[config.mk]
export PLATFORM = sky130hd
export DESIGN_NAME = gpr_read_sched_flat
export DESIGN_NICKNAME = d
export VERILOG_FILES = /design/src/rtl/gpr_read_sched_pkg.sv /design/src/rtl/gpr_read_sched_if.sv /design/src/rtl/gpr_read_sched.sv /design/src/flat_wrapper.sv
export SDC_FILE = /design/constraint.sdc
export NUM_CORES = 1
export LEC_CHECK = 0
export BUFFER_PORTS_ARGS = -buffer_cell sky130_fd_sc_hd__buf_2
export CORE_AREA = 2 2 270 272
export CTS_CLUSTER_DIAMETER = 30
export DETAILED_ROUTE_END_ITERATION = 6
export DIE_AREA = 0 0 272 274
export GPL_TIMING_DRIVEN = 0
export PLACE_DENSITY_LB_ADDON = 0.3
export SYNTH_ARGS = -nofsm -noshare
export SYNTH_HDL_FRONTEND = slang
export SYNTH_SLANG_ARGS = --single-unit
[constraint.sdc]
create_clock -name clk -period 26.8 [get_ports clk]
set_input_delay 1.34 -clock clk [delete_from_list [all_inputs] [get_ports clk]]
set_output_delay 1.34 -clock clk [all_outputs]
set_load 0.02 [all_outputs]
[src/rtl/gpr_read_sched_pkg.sv]
// Shared types and width helpers for the GPR read scheduler.
// Optional feature macro used by this slice: GPR_SCHED_R0_ZERO_EN.
package gpr_sched_pkg;

    typedef enum logic [1:0] {
        IDLE  = 2'd0,
        RD3   = 2'd1,
        CAP12 = 2'd2,
        CAP3  = 2'd3
    } sched_state_e;

    function automatic int widW(input int numWarps);
        return (numWarps > 1) ? $clog2(numWarps) : 1;
    endfunction

    function automatic int nrW(input int numRegs);
        return $clog2(numRegs);
    endfunction

    function automatic int dataW(input int numThreads);
        return numThreads * 32;
    endfunction

endpackage

[src/rtl/gpr_read_sched_if.sv]
// Request, register-file and response signals of the GPR read scheduler.
// The slave modport is the scheduler's view; master is the surrounding pipeline.
interface gpr_read_sched_if #(
    parameter int NUM_WARPS   = 4,
    parameter int NUM_REGS    = 32,
    parameter int NUM_THREADS = 4,
    parameter int TAG_W       = 8
);
    import gpr_sched_pkg::*;

    localparam int WID_W  = widW(NUM_WARPS);
    localparam int NR_W   = nrW(NUM_REGS);
    localparam int DATA_W = dataW(NUM_THREADS);

    logic              req_valid;
    logic              req_ready;
    logic [WID_W-1:0]  req_wid;
    logic [NR_W-1:0]   req_rs1;
    logic [NR_W-1:0]   req_rs2;
    logic [NR_W-1:0]   req_rs3;
    logic              req_use_rs3;
    logic [TAG_W-1:0]  req_tag;

    logic              gpr_rd_en;
    logic [WID_W-1:0]  gpr_wid;
    logic [NR_W-1:0]   gpr_addr0;
    logic [NR_W-1:0]   gpr_addr1;
    logic [DATA_W-1:0] gpr_data0;
    logic [DATA_W-1:0] gpr_data1;

    logic              rsp_valid;
    logic              rsp_ready;
    logic [TAG_W-1:0]  rsp_tag;
    logic [DATA_W-1:0] rsp_data1;
    logic [DATA_W-1:0] rsp_data2;
    logic [DATA_W-1:0] rsp_data3;

    modport slave (
        input  req_valid, req_wid, req_rs1, req_rs2, req_rs3, req_use_rs3, req_tag,
        output req_ready,
        output gpr_rd_en, gpr_wid, gpr_addr0, gpr_addr1,
        input  gpr_data0, gpr_data1,
        output rsp_valid, rsp_tag, rsp_data1, rsp_data2, rsp_data3,
        input  rsp_ready
    );

    modport master (
        output req_valid, req_wid, req_rs1, req_rs2, req_rs3, req_use_rs3, req_tag,
        input  req_ready,
        input  gpr_rd_en, gpr_wid, gpr_addr0, gpr_addr1,
        output gpr_data0, gpr_data1,
        input  rsp_valid, rsp_tag, rsp_data1, rsp_data2, rsp_data3,
        output rsp_ready
    );

endinterface

[src/rtl/gpr_read_sched.sv]
// Serializes one operand-read request onto a two-port register file and returns a registered response.
// GPR_SCHED_R0_ZERO_EN: when defined, operands sourced from register 0 read back as zero.
module gpr_read_sched
    import gpr_sched_pkg::*;
#(
    parameter int NUM_WARPS   = 4,
    parameter int NUM_REGS    = 32,
    parameter int NUM_THREADS = 4,
    parameter int TAG_W       = 8
) (
    input logic              clk,
    input logic              reset,
    gpr_read_sched_if.slave  bus
);

    localparam int WID_W  = widW(NUM_WARPS);
    localparam int NR_W   = nrW(NUM_REGS);
    localparam int DATA_W = dataW(NUM_THREADS);

    sched_state_e      state_q, state_d;
    logic [WID_W-1:0]  latchWid_q, latchWid_d;
    logic [NR_W-1:0]   latchRs3_q, latchRs3_d;
    logic [TAG_W-1:0]  latchTag_q, latchTag_d;

    logic              rspValid_q, rspValid_d;
    logic [TAG_W-1:0]  rspTag_q, rspTag_d;
    logic [DATA_W-1:0] rspData1_q, rspData1_d;
    logic [DATA_W-1:0] rspData2_q, rspData2_d;
    logic [DATA_W-1:0] rspData3_q, rspData3_d;

    logic              reqReady;
    logic              rdEn;
    logic [WID_W-1:0]  rdWid;
    logic [NR_W-1:0]   rdAddr0;
    logic [NR_W-1:0]   rdAddr1;
    logic [DATA_W-1:0] opData0;
    logic [DATA_W-1:0] opData1;

`ifdef GPR_SCHED_R0_ZERO_EN
    logic [NR_W-1:0]   latchRs1_q, latchRs1_d;
    logic [NR_W-1:0]   latchRs2_q, latchRs2_d;
    logic [NR_W-1:0]   opIdx0;
`endif

    always_comb begin
        state_d    = state_q;
        latchWid_d = latchWid_q;
        latchRs3_d = latchRs3_q;
        latchTag_d = latchTag_q;
`ifdef GPR_SCHED_R0_ZERO_EN
        latchRs1_d = latchRs1_q;
        latchRs2_d = latchRs2_q;
`endif
        reqReady   = 1'b0;
        rdEn       = 1'b0;
        rdWid      = '0;
        rdAddr0    = '0;
        rdAddr1    = '0;

        case (state_q)
            IDLE: begin
                // Admit only when the output register will be free by the capture cycle.
                reqReady = !rspValid_q || bus.rsp_ready;
                if (bus.req_valid && reqReady) begin
                    rdEn       = 1'b1;
                    rdWid      = bus.req_wid;
                    rdAddr0    = bus.req_rs1;
                    rdAddr1    = bus.req_rs2;
                    latchWid_d = bus.req_wid;
                    latchRs3_d = bus.req_rs3;
                    latchTag_d = bus.req_tag;
`ifdef GPR_SCHED_R0_ZERO_EN
                    latchRs1_d = bus.req_rs1;
                    latchRs2_d = bus.req_rs2;
`endif
                    state_d    = bus.req_use_rs3 ? RD3 : CAP12;
                end
            end
            RD3: begin
                rdEn    = 1'b1;
                rdWid   = latchWid_q;
                rdAddr0 = latchRs3_q;
                rdAddr1 = latchRs3_q;
                state_d = CAP3;
            end
            CAP12:   state_d = IDLE;
            CAP3:    state_d = IDLE;
            default: state_d = IDLE;
        endcase
    end

`ifdef GPR_SCHED_R0_ZERO_EN
    // Port 0 carries rs1 data except in CAP3, where it carries the rs3 read.
    always_comb begin
        opIdx0  = (state_q == CAP3) ? latchRs3_q : latchRs1_q;
        opData0 = (opIdx0 == '0) ? '0 : bus.gpr_data0;
        opData1 = (latchRs2_q == '0) ? '0 : bus.gpr_data1;
    end
`else
    assign opData0 = bus.gpr_data0;
    assign opData1 = bus.gpr_data1;
`endif

    always_comb begin
        rspValid_d = rspValid_q;
        rspTag_d   = rspTag_q;
        rspData1_d = rspData1_q;
        rspData2_d = rspData2_q;
        rspData3_d = rspData3_q;

        if (rspValid_q && bus.rsp_ready) begin
            rspValid_d = 1'b0;
        end

        case (state_q)
            RD3: begin
                rspData1_d = opData0;
                rspData2_d = opData1;
            end
            CAP12: begin
                rspData1_d = opData0;
                rspData2_d = opData1;
                rspData3_d = '0;
                rspTag_d   = latchTag_q;
                rspValid_d = 1'b1;
            end
            CAP3: begin
                rspData3_d = opData0;
                rspTag_d   = latchTag_q;
                rspValid_d = 1'b1;
            end
            default: ;
        endcase
    end

    always_ff @(posedge clk or posedge reset) begin
        if (reset) begin
            state_q    <= IDLE;
            latchWid_q <= '0;
            latchRs3_q <= '0;
            latchTag_q <= '0;
`ifdef GPR_SCHED_R0_ZERO_EN
            latchRs1_q <= '0;
            latchRs2_q <= '0;
`endif
            rspValid_q <= 1'b0;
            rspTag_q   <= '0;
            rspData1_q <= '0;
            rspData2_q <= '0;
            rspData3_q <= '0;
        end else begin
            state_q    <= state_d;
            latchWid_q <= latchWid_d;
            latchRs3_q <= latchRs3_d;
            latchTag_q <= latchTag_d;
`ifdef GPR_SCHED_R0_ZERO_EN
            latchRs1_q <= latchRs1_d;
            latchRs2_q <= latchRs2_d;
`endif
            rspValid_q <= rspValid_d;
            rspTag_q   <= rspTag_d;
            rspData1_q <= rspData1_d;
            rspData2_q <= rspData2_d;
            rspData3_q <= rspData3_d;
        end
    end

    assign bus.req_ready = reqReady;
    assign bus.gpr_rd_en = rdEn;
    assign bus.gpr_wid   = rdWid;
    assign bus.gpr_addr0 = rdAddr0;
    assign bus.gpr_addr1 = rdAddr1;
    assign bus.rsp_valid = rspValid_q;
    assign bus.rsp_tag   = rspTag_q;
    assign bus.rsp_data1 = rspData1_q;
    assign bus.rsp_data2 = rspData2_q;
    assign bus.rsp_data3 = rspData3_q;

endmodule

[src/flat_wrapper.sv]
// flat-port wrapper written by rule: the top's interface ports become plain ports
module gpr_read_sched_flat import gpr_sched_pkg::*;
#(
    parameter int NUM_WARPS   = 4,
    parameter int NUM_REGS    = 32,
    parameter int NUM_THREADS = 4,
    parameter int TAG_W       = 8
)
  (clk, reset, bus_req_valid, bus_req_wid, bus_req_rs1, bus_req_rs2, bus_req_rs3, bus_req_use_rs3, bus_req_tag, bus_req_ready, bus_gpr_rd_en, bus_gpr_wid, bus_gpr_addr0, bus_gpr_addr1, bus_gpr_data0, bus_gpr_data1, bus_rsp_valid, bus_rsp_tag, bus_rsp_data1, bus_rsp_data2, bus_rsp_data3, bus_rsp_ready);
  gpr_read_sched_if #(.NUM_WARPS(NUM_WARPS), .NUM_REGS(NUM_REGS), .NUM_THREADS(NUM_THREADS), .TAG_W(TAG_W)) bus_i ();
  input logic clk;
  input logic reset;
  input wire logic [$bits(bus_i.req_valid)-1:0] bus_req_valid;
  input wire logic [$bits(bus_i.req_wid)-1:0] bus_req_wid;
  input wire logic [$bits(bus_i.req_rs1)-1:0] bus_req_rs1;
  input wire logic [$bits(bus_i.req_rs2)-1:0] bus_req_rs2;
  input wire logic [$bits(bus_i.req_rs3)-1:0] bus_req_rs3;
  input wire logic [$bits(bus_i.req_use_rs3)-1:0] bus_req_use_rs3;
  input wire logic [$bits(bus_i.req_tag)-1:0] bus_req_tag;
  output wire logic [$bits(bus_i.req_ready)-1:0] bus_req_ready;
  output wire logic [$bits(bus_i.gpr_rd_en)-1:0] bus_gpr_rd_en;
  output wire logic [$bits(bus_i.gpr_wid)-1:0] bus_gpr_wid;
  output wire logic [$bits(bus_i.gpr_addr0)-1:0] bus_gpr_addr0;
  output wire logic [$bits(bus_i.gpr_addr1)-1:0] bus_gpr_addr1;
  input wire logic [$bits(bus_i.gpr_data0)-1:0] bus_gpr_data0;
  input wire logic [$bits(bus_i.gpr_data1)-1:0] bus_gpr_data1;
  output wire logic [$bits(bus_i.rsp_valid)-1:0] bus_rsp_valid;
  output wire logic [$bits(bus_i.rsp_tag)-1:0] bus_rsp_tag;
  output wire logic [$bits(bus_i.rsp_data1)-1:0] bus_rsp_data1;
  output wire logic [$bits(bus_i.rsp_data2)-1:0] bus_rsp_data2;
  output wire logic [$bits(bus_i.rsp_data3)-1:0] bus_rsp_data3;
  input wire logic [$bits(bus_i.rsp_ready)-1:0] bus_rsp_ready;
  assign bus_i.req_valid = bus_req_valid;
  assign bus_i.req_wid = bus_req_wid;
  assign bus_i.req_rs1 = bus_req_rs1;
  assign bus_i.req_rs2 = bus_req_rs2;
  assign bus_i.req_rs3 = bus_req_rs3;
  assign bus_i.req_use_rs3 = bus_req_use_rs3;
  assign bus_i.req_tag = bus_req_tag;
  assign bus_req_ready = bus_i.req_ready;
  assign bus_gpr_rd_en = bus_i.gpr_rd_en;
  assign bus_gpr_wid = bus_i.gpr_wid;
  assign bus_gpr_addr0 = bus_i.gpr_addr0;
  assign bus_gpr_addr1 = bus_i.gpr_addr1;
  assign bus_i.gpr_data0 = bus_gpr_data0;
  assign bus_i.gpr_data1 = bus_gpr_data1;
  assign bus_rsp_valid = bus_i.rsp_valid;
  assign bus_rsp_tag = bus_i.rsp_tag;
  assign bus_rsp_data1 = bus_i.rsp_data1;
  assign bus_rsp_data2 = bus_i.rsp_data2;
  assign bus_rsp_data3 = bus_i.rsp_data3;
  assign bus_i.rsp_ready = bus_rsp_ready;
  gpr_read_sched #(.NUM_WARPS(NUM_WARPS), .NUM_REGS(NUM_REGS), .NUM_THREADS(NUM_THREADS), .TAG_W(TAG_W)) u_core (.clk(clk), .reset(reset), .bus(bus_i));
endmodule
==> results.md <==
Power:
- The part of the power in registers is 27.5%.
- In this run the power density over the cells is 168 nW/um^2.
- In this run the power spent charging and discharging nets is 0.00156 W.
- The maximum vdd ir drop is 0.0833 mV.
- The internal portion of total power is 0.00250 W.
- The portion of total power attributed to the clock network is 30.3%.
- Net switching is 38.4% of the power.
- The leakage power figure is 11.6 nW.
- The portion of total power attributed to combinational logic is 42.2%.

STA:
- The final worst-path cycle share is 14.2%.
- The minimum period implied by the final worst setup slack is 3.80 ns.
- The max-slew violation total from the final report is 0.
- Measured against its own limit, the worst slew margin works out to 47.4%.
- The setup total negative slack is 0 ns.
- The count of final hold-check violations is 0.
- The number of setup violations in the final report is 0.
- For the pin with the worst max-slew slack, the measured transition is 0.789 ns.
- The clock skew after layout is 0.0363 ns.
- Setup repair after global routing left no endpoint under its margin.
- Derived from the worst setup path, the maximum achievable clock frequency is 263 MHz.

Critical path:
- The reg-to-reg critical path startpoint is u_core.state_q[1].
- The worst setup path is captured at an output port.
- The largest driver fanout on the critical path is 10.
- The launching element of the worst setup path is bus_rsp_ready.
- The startpoint kind of the worst setup timing path is an input pin.
- The startpoint-to-endpoint class of the critical path is input pin to output port.
- The required time of the worst setup path is 25.46 ns.
- The worst endpoint data arrival time is 2.46 ns.

CTS:
- The clock drives 410 sinks.
- Gates resized during post-CTS repair numbered 0.
- In this run the number of H-tree levels came out at 3.
- The total of hold buffers inserted after clock tree synthesis is 0.
- Once the clock tree was built, the setup fixing pass inserted 0 buffers.
- The root buffer cell chosen for the clock tree is clkbuf_16.
- The clock latency of the later-clocked register in the worst-skew pair is 0.63 ns.
- Clock tree synthesis inserted a total of 97 buffers.
- The clock tree from TritonCTS is yes.
- Counting along the longest clock path gives a buffer depth of 3.
- After clock tree synthesis, the clock-pin slew on the worst setup and hold paths is 0.04 ns.

Run:
- The number of max-cap violations is 0.

Global route:
- The leftover overflow at the end of global routing is 0.
- The via count of the first global-routing pass is 13600.
- The initial antenna violation count came to 10.
- Across every metal layer, demand over resource in global routing totals 14.4%.
- The wire length of the first global-routing pass is 82.0 mm.
- Entering global routing, the biggest net connects 126 pins.

Yosys:
- The number of distinct library cell variants in the gate-level netlist after synthesis is 24.
- The number of synthesized flops with an enable pin is 0.
- The cell count after synthesis came out at 1142.
- The net count after synthesis is 1432.
- The most used flip-flop cell after synthesis is dfrtp_1.
- After synthesis, the most frequently instantiated cells are dfrtp_1, mux2_2, nand2_1.
- The number of synthesis warnings is 0.
- The most frequent cell after synthesis is dfrtp_1.
- For this run, the register share of the synthesized area comes to 64.7%.
- Ranked by total cell area, the synthesized netlist is headed by dfrtp_1, mux2_2, nand2b_1, o21ai_0, nand2_1.
- The fraction of post-synthesis cell area in the top cell type by area is 64.7%.
- After synthesis the netlist holds a flip-flop and latch count of 410.
- The cell area after synthesis is 15900 um^2.
- The average cell area after synthesis is 13.9 um^2.
- After synthesis, the share of flip-flops with an asynchronous set or reset is 100%.
- The synthesized design spends more area on one cell type than any other, namely dfrtp_1.

Placement:
- The half-perimeter wire length of the detailed placement result is 41.7 mm.
- The post-placement cell count is 2796.
- At the end of routability-driven placement, the weighted congestion stood at 0.866.
- The count of port buffers added during placement is 692.

Detailed routing:
- The total wire length is 55.6 mm.
- For this block, the initial DRC count from the detailed router was 512.
- The detail-routed via count per cell is 4.13.
- The detail-routed net length per standard cell is 18.7 um.
- The remaining number of nets flagged by the antenna check after routing is 0.
- After detailed routing, the number of remaining DRC violations is 0.
- The detailed-route via count is 12300.
- The first detailed-routing pass took 4 iterations.

Floorplanning:
- The core region is 72000 um^2.
- Once the floorplan was initialized, standard cells occupied 22.0% of the core.
- The die is 274 um tall.
- The floorplan has 99 rows.
- The full die area is 74500 um^2.
- 693 I/O pins were placed.
- The die width is 272 um.

Layout:
- In the final design database the tool counted 2226 nets.
- The fraction of layout cells with a size suffix above 1 is 59.1%.
- The final cell count without fillers is 2980.
- The growth of design area from synthesis to finish is 52.0%.

Status:
- The flow ran to the end, and the final reports show no timing, DRC or antenna violations.

Worst hold path:
- The start point of the worst min-delay path is u_core.bus.rsp_data3[122].
- The tightest min-delay check is of the flip-flop to flip-flop type.
critical path, stage by stage:
cell and delay, ns:
buf_2 0.09, nand2b_4 0.15, and3_4 0.18, buf_6 0.14, buf_2 0.18, a22o_1 0.21, buf_2 0.16
sequential cells by signal, summed over array words and instances (netlist names):
signal                flops
u_core.latchWid_q         2
u_core.bus.rsp_tag        8
u_core.state_q            2
u_core.bus.rsp_data2    128
u_core.bus.rsp_data3    128
u_core.bus.rsp_valid      1
u_core.bus.rsp_data1    128
u_core.latchRs3_q         5
u_core.latchTag_q         8
kinds of logic after synthesis:
family                     after synthesis  synth area share [%]
DFF                                    410                  64.7
muxes                                  279                  20.0
and+or+nand+nor                        227                  7.29
AOI/OAI and AO/OA                      145                  5.34
buffers and inverters                   77                  2.39
adders and majority gates                4                 0.315
metal layers:
layer | vias to the layer above | global-route usage [%] | routed length, um
met3 | 119 | 3.99 | 3800
met2 | 516 | 24.8 | 28400
li1 | 5553 | - | -
met1 | 6128 | 16.3 | 21300
met5 | - | 0 | 0
met4 | 0 | 7.48 | 2110
metrics by stage:
stage / instance area (um^2) / util, % / power, W / setup slack, ns / hold WS [ns]
5_1_grt: 24100 / 33.5 / 0.00429 / 22.92 / 0.506
4_1_cts: 24100 / 33.5 / 0.00413 / 23.00 / 0.492
3_5_place_dp: 20600 / 28.6 / 0.00287 / 23.00 / 0.475
2_1_floorplan: 15900 / - / 0.00221 / 14.05 / 0.477
3_3_place_gp: 20500 / 28.5 / 0.00283 / 9.60 / 0.477
6_report: 24100 / 33.5 / 0.00406 / 23.00 / 0.491
path summary, 6_finish.rpt:
kind,slack (ns),depth (start not counted),endpoint
setup / recovery,23.00,7,bus_gpr_addr1[4]
hold / removal,0.49,1,u_core.bus.rsp_data3[122]
setup reg to reg,24.54,5,u_core.bus.rsp_data1[23]
hold reg to reg,0.49,1,u_core.bus.rsp_data3[122]
max in group asynchronous,24.41,4,u_core.bus.rsp_data1[75]
min in group asynchronous,0.81,2,u_core.bus.rsp_data1[124]
cell usage in the layout, fill, tap and decap left out, types with 2 or more instances in the layout:
cell type	count
buf_2	736
dfrtp_1	410
mux2_2	271
nand2_1	112
nand2b_1	110
clkbuf_16	99
o21ai_0	98
clkbuf_1	37
a22o_1	30
clkinv_2	17
clkbuf_8	16
bufinv_16	15
o21ai_1	12
clkinvlp_4	9
diode_2	8
mux2_4	8
inv_1	4
ha_1	4
buf_4	3
clkinv_16	3
buf_16	3
a21oi_1	2
power groups by stage:
stage	Sequential (W)	Combinational, W	Clock (W)
after floorplan	0.00148	0.000736	0
after global placement	0.00111	0.00172	0
after detailed placement	0.00112	0.00174	0
after CTS	0.00112	0.00175	0.00126
after global routing	0.00116	0.00184	0.00129
final	0.00112	0.00171	0.00123
area by class of cell:
type / instances / area [um^2]
fillers: 7225 / 47800
flip-flops and latches: 410 / 10300
multi-input cells: 655 / 5230
repair buffers: 695 / 3550
clock buffers: 129 / 2750
well taps: 959 / 1200
clock inverters: 47 / 731
plain buffers: 72 / 360
inverters: 5 / 26.3
diodes: 8 / 20.0
Note: power is estimated with default switching activity, not from simulation.
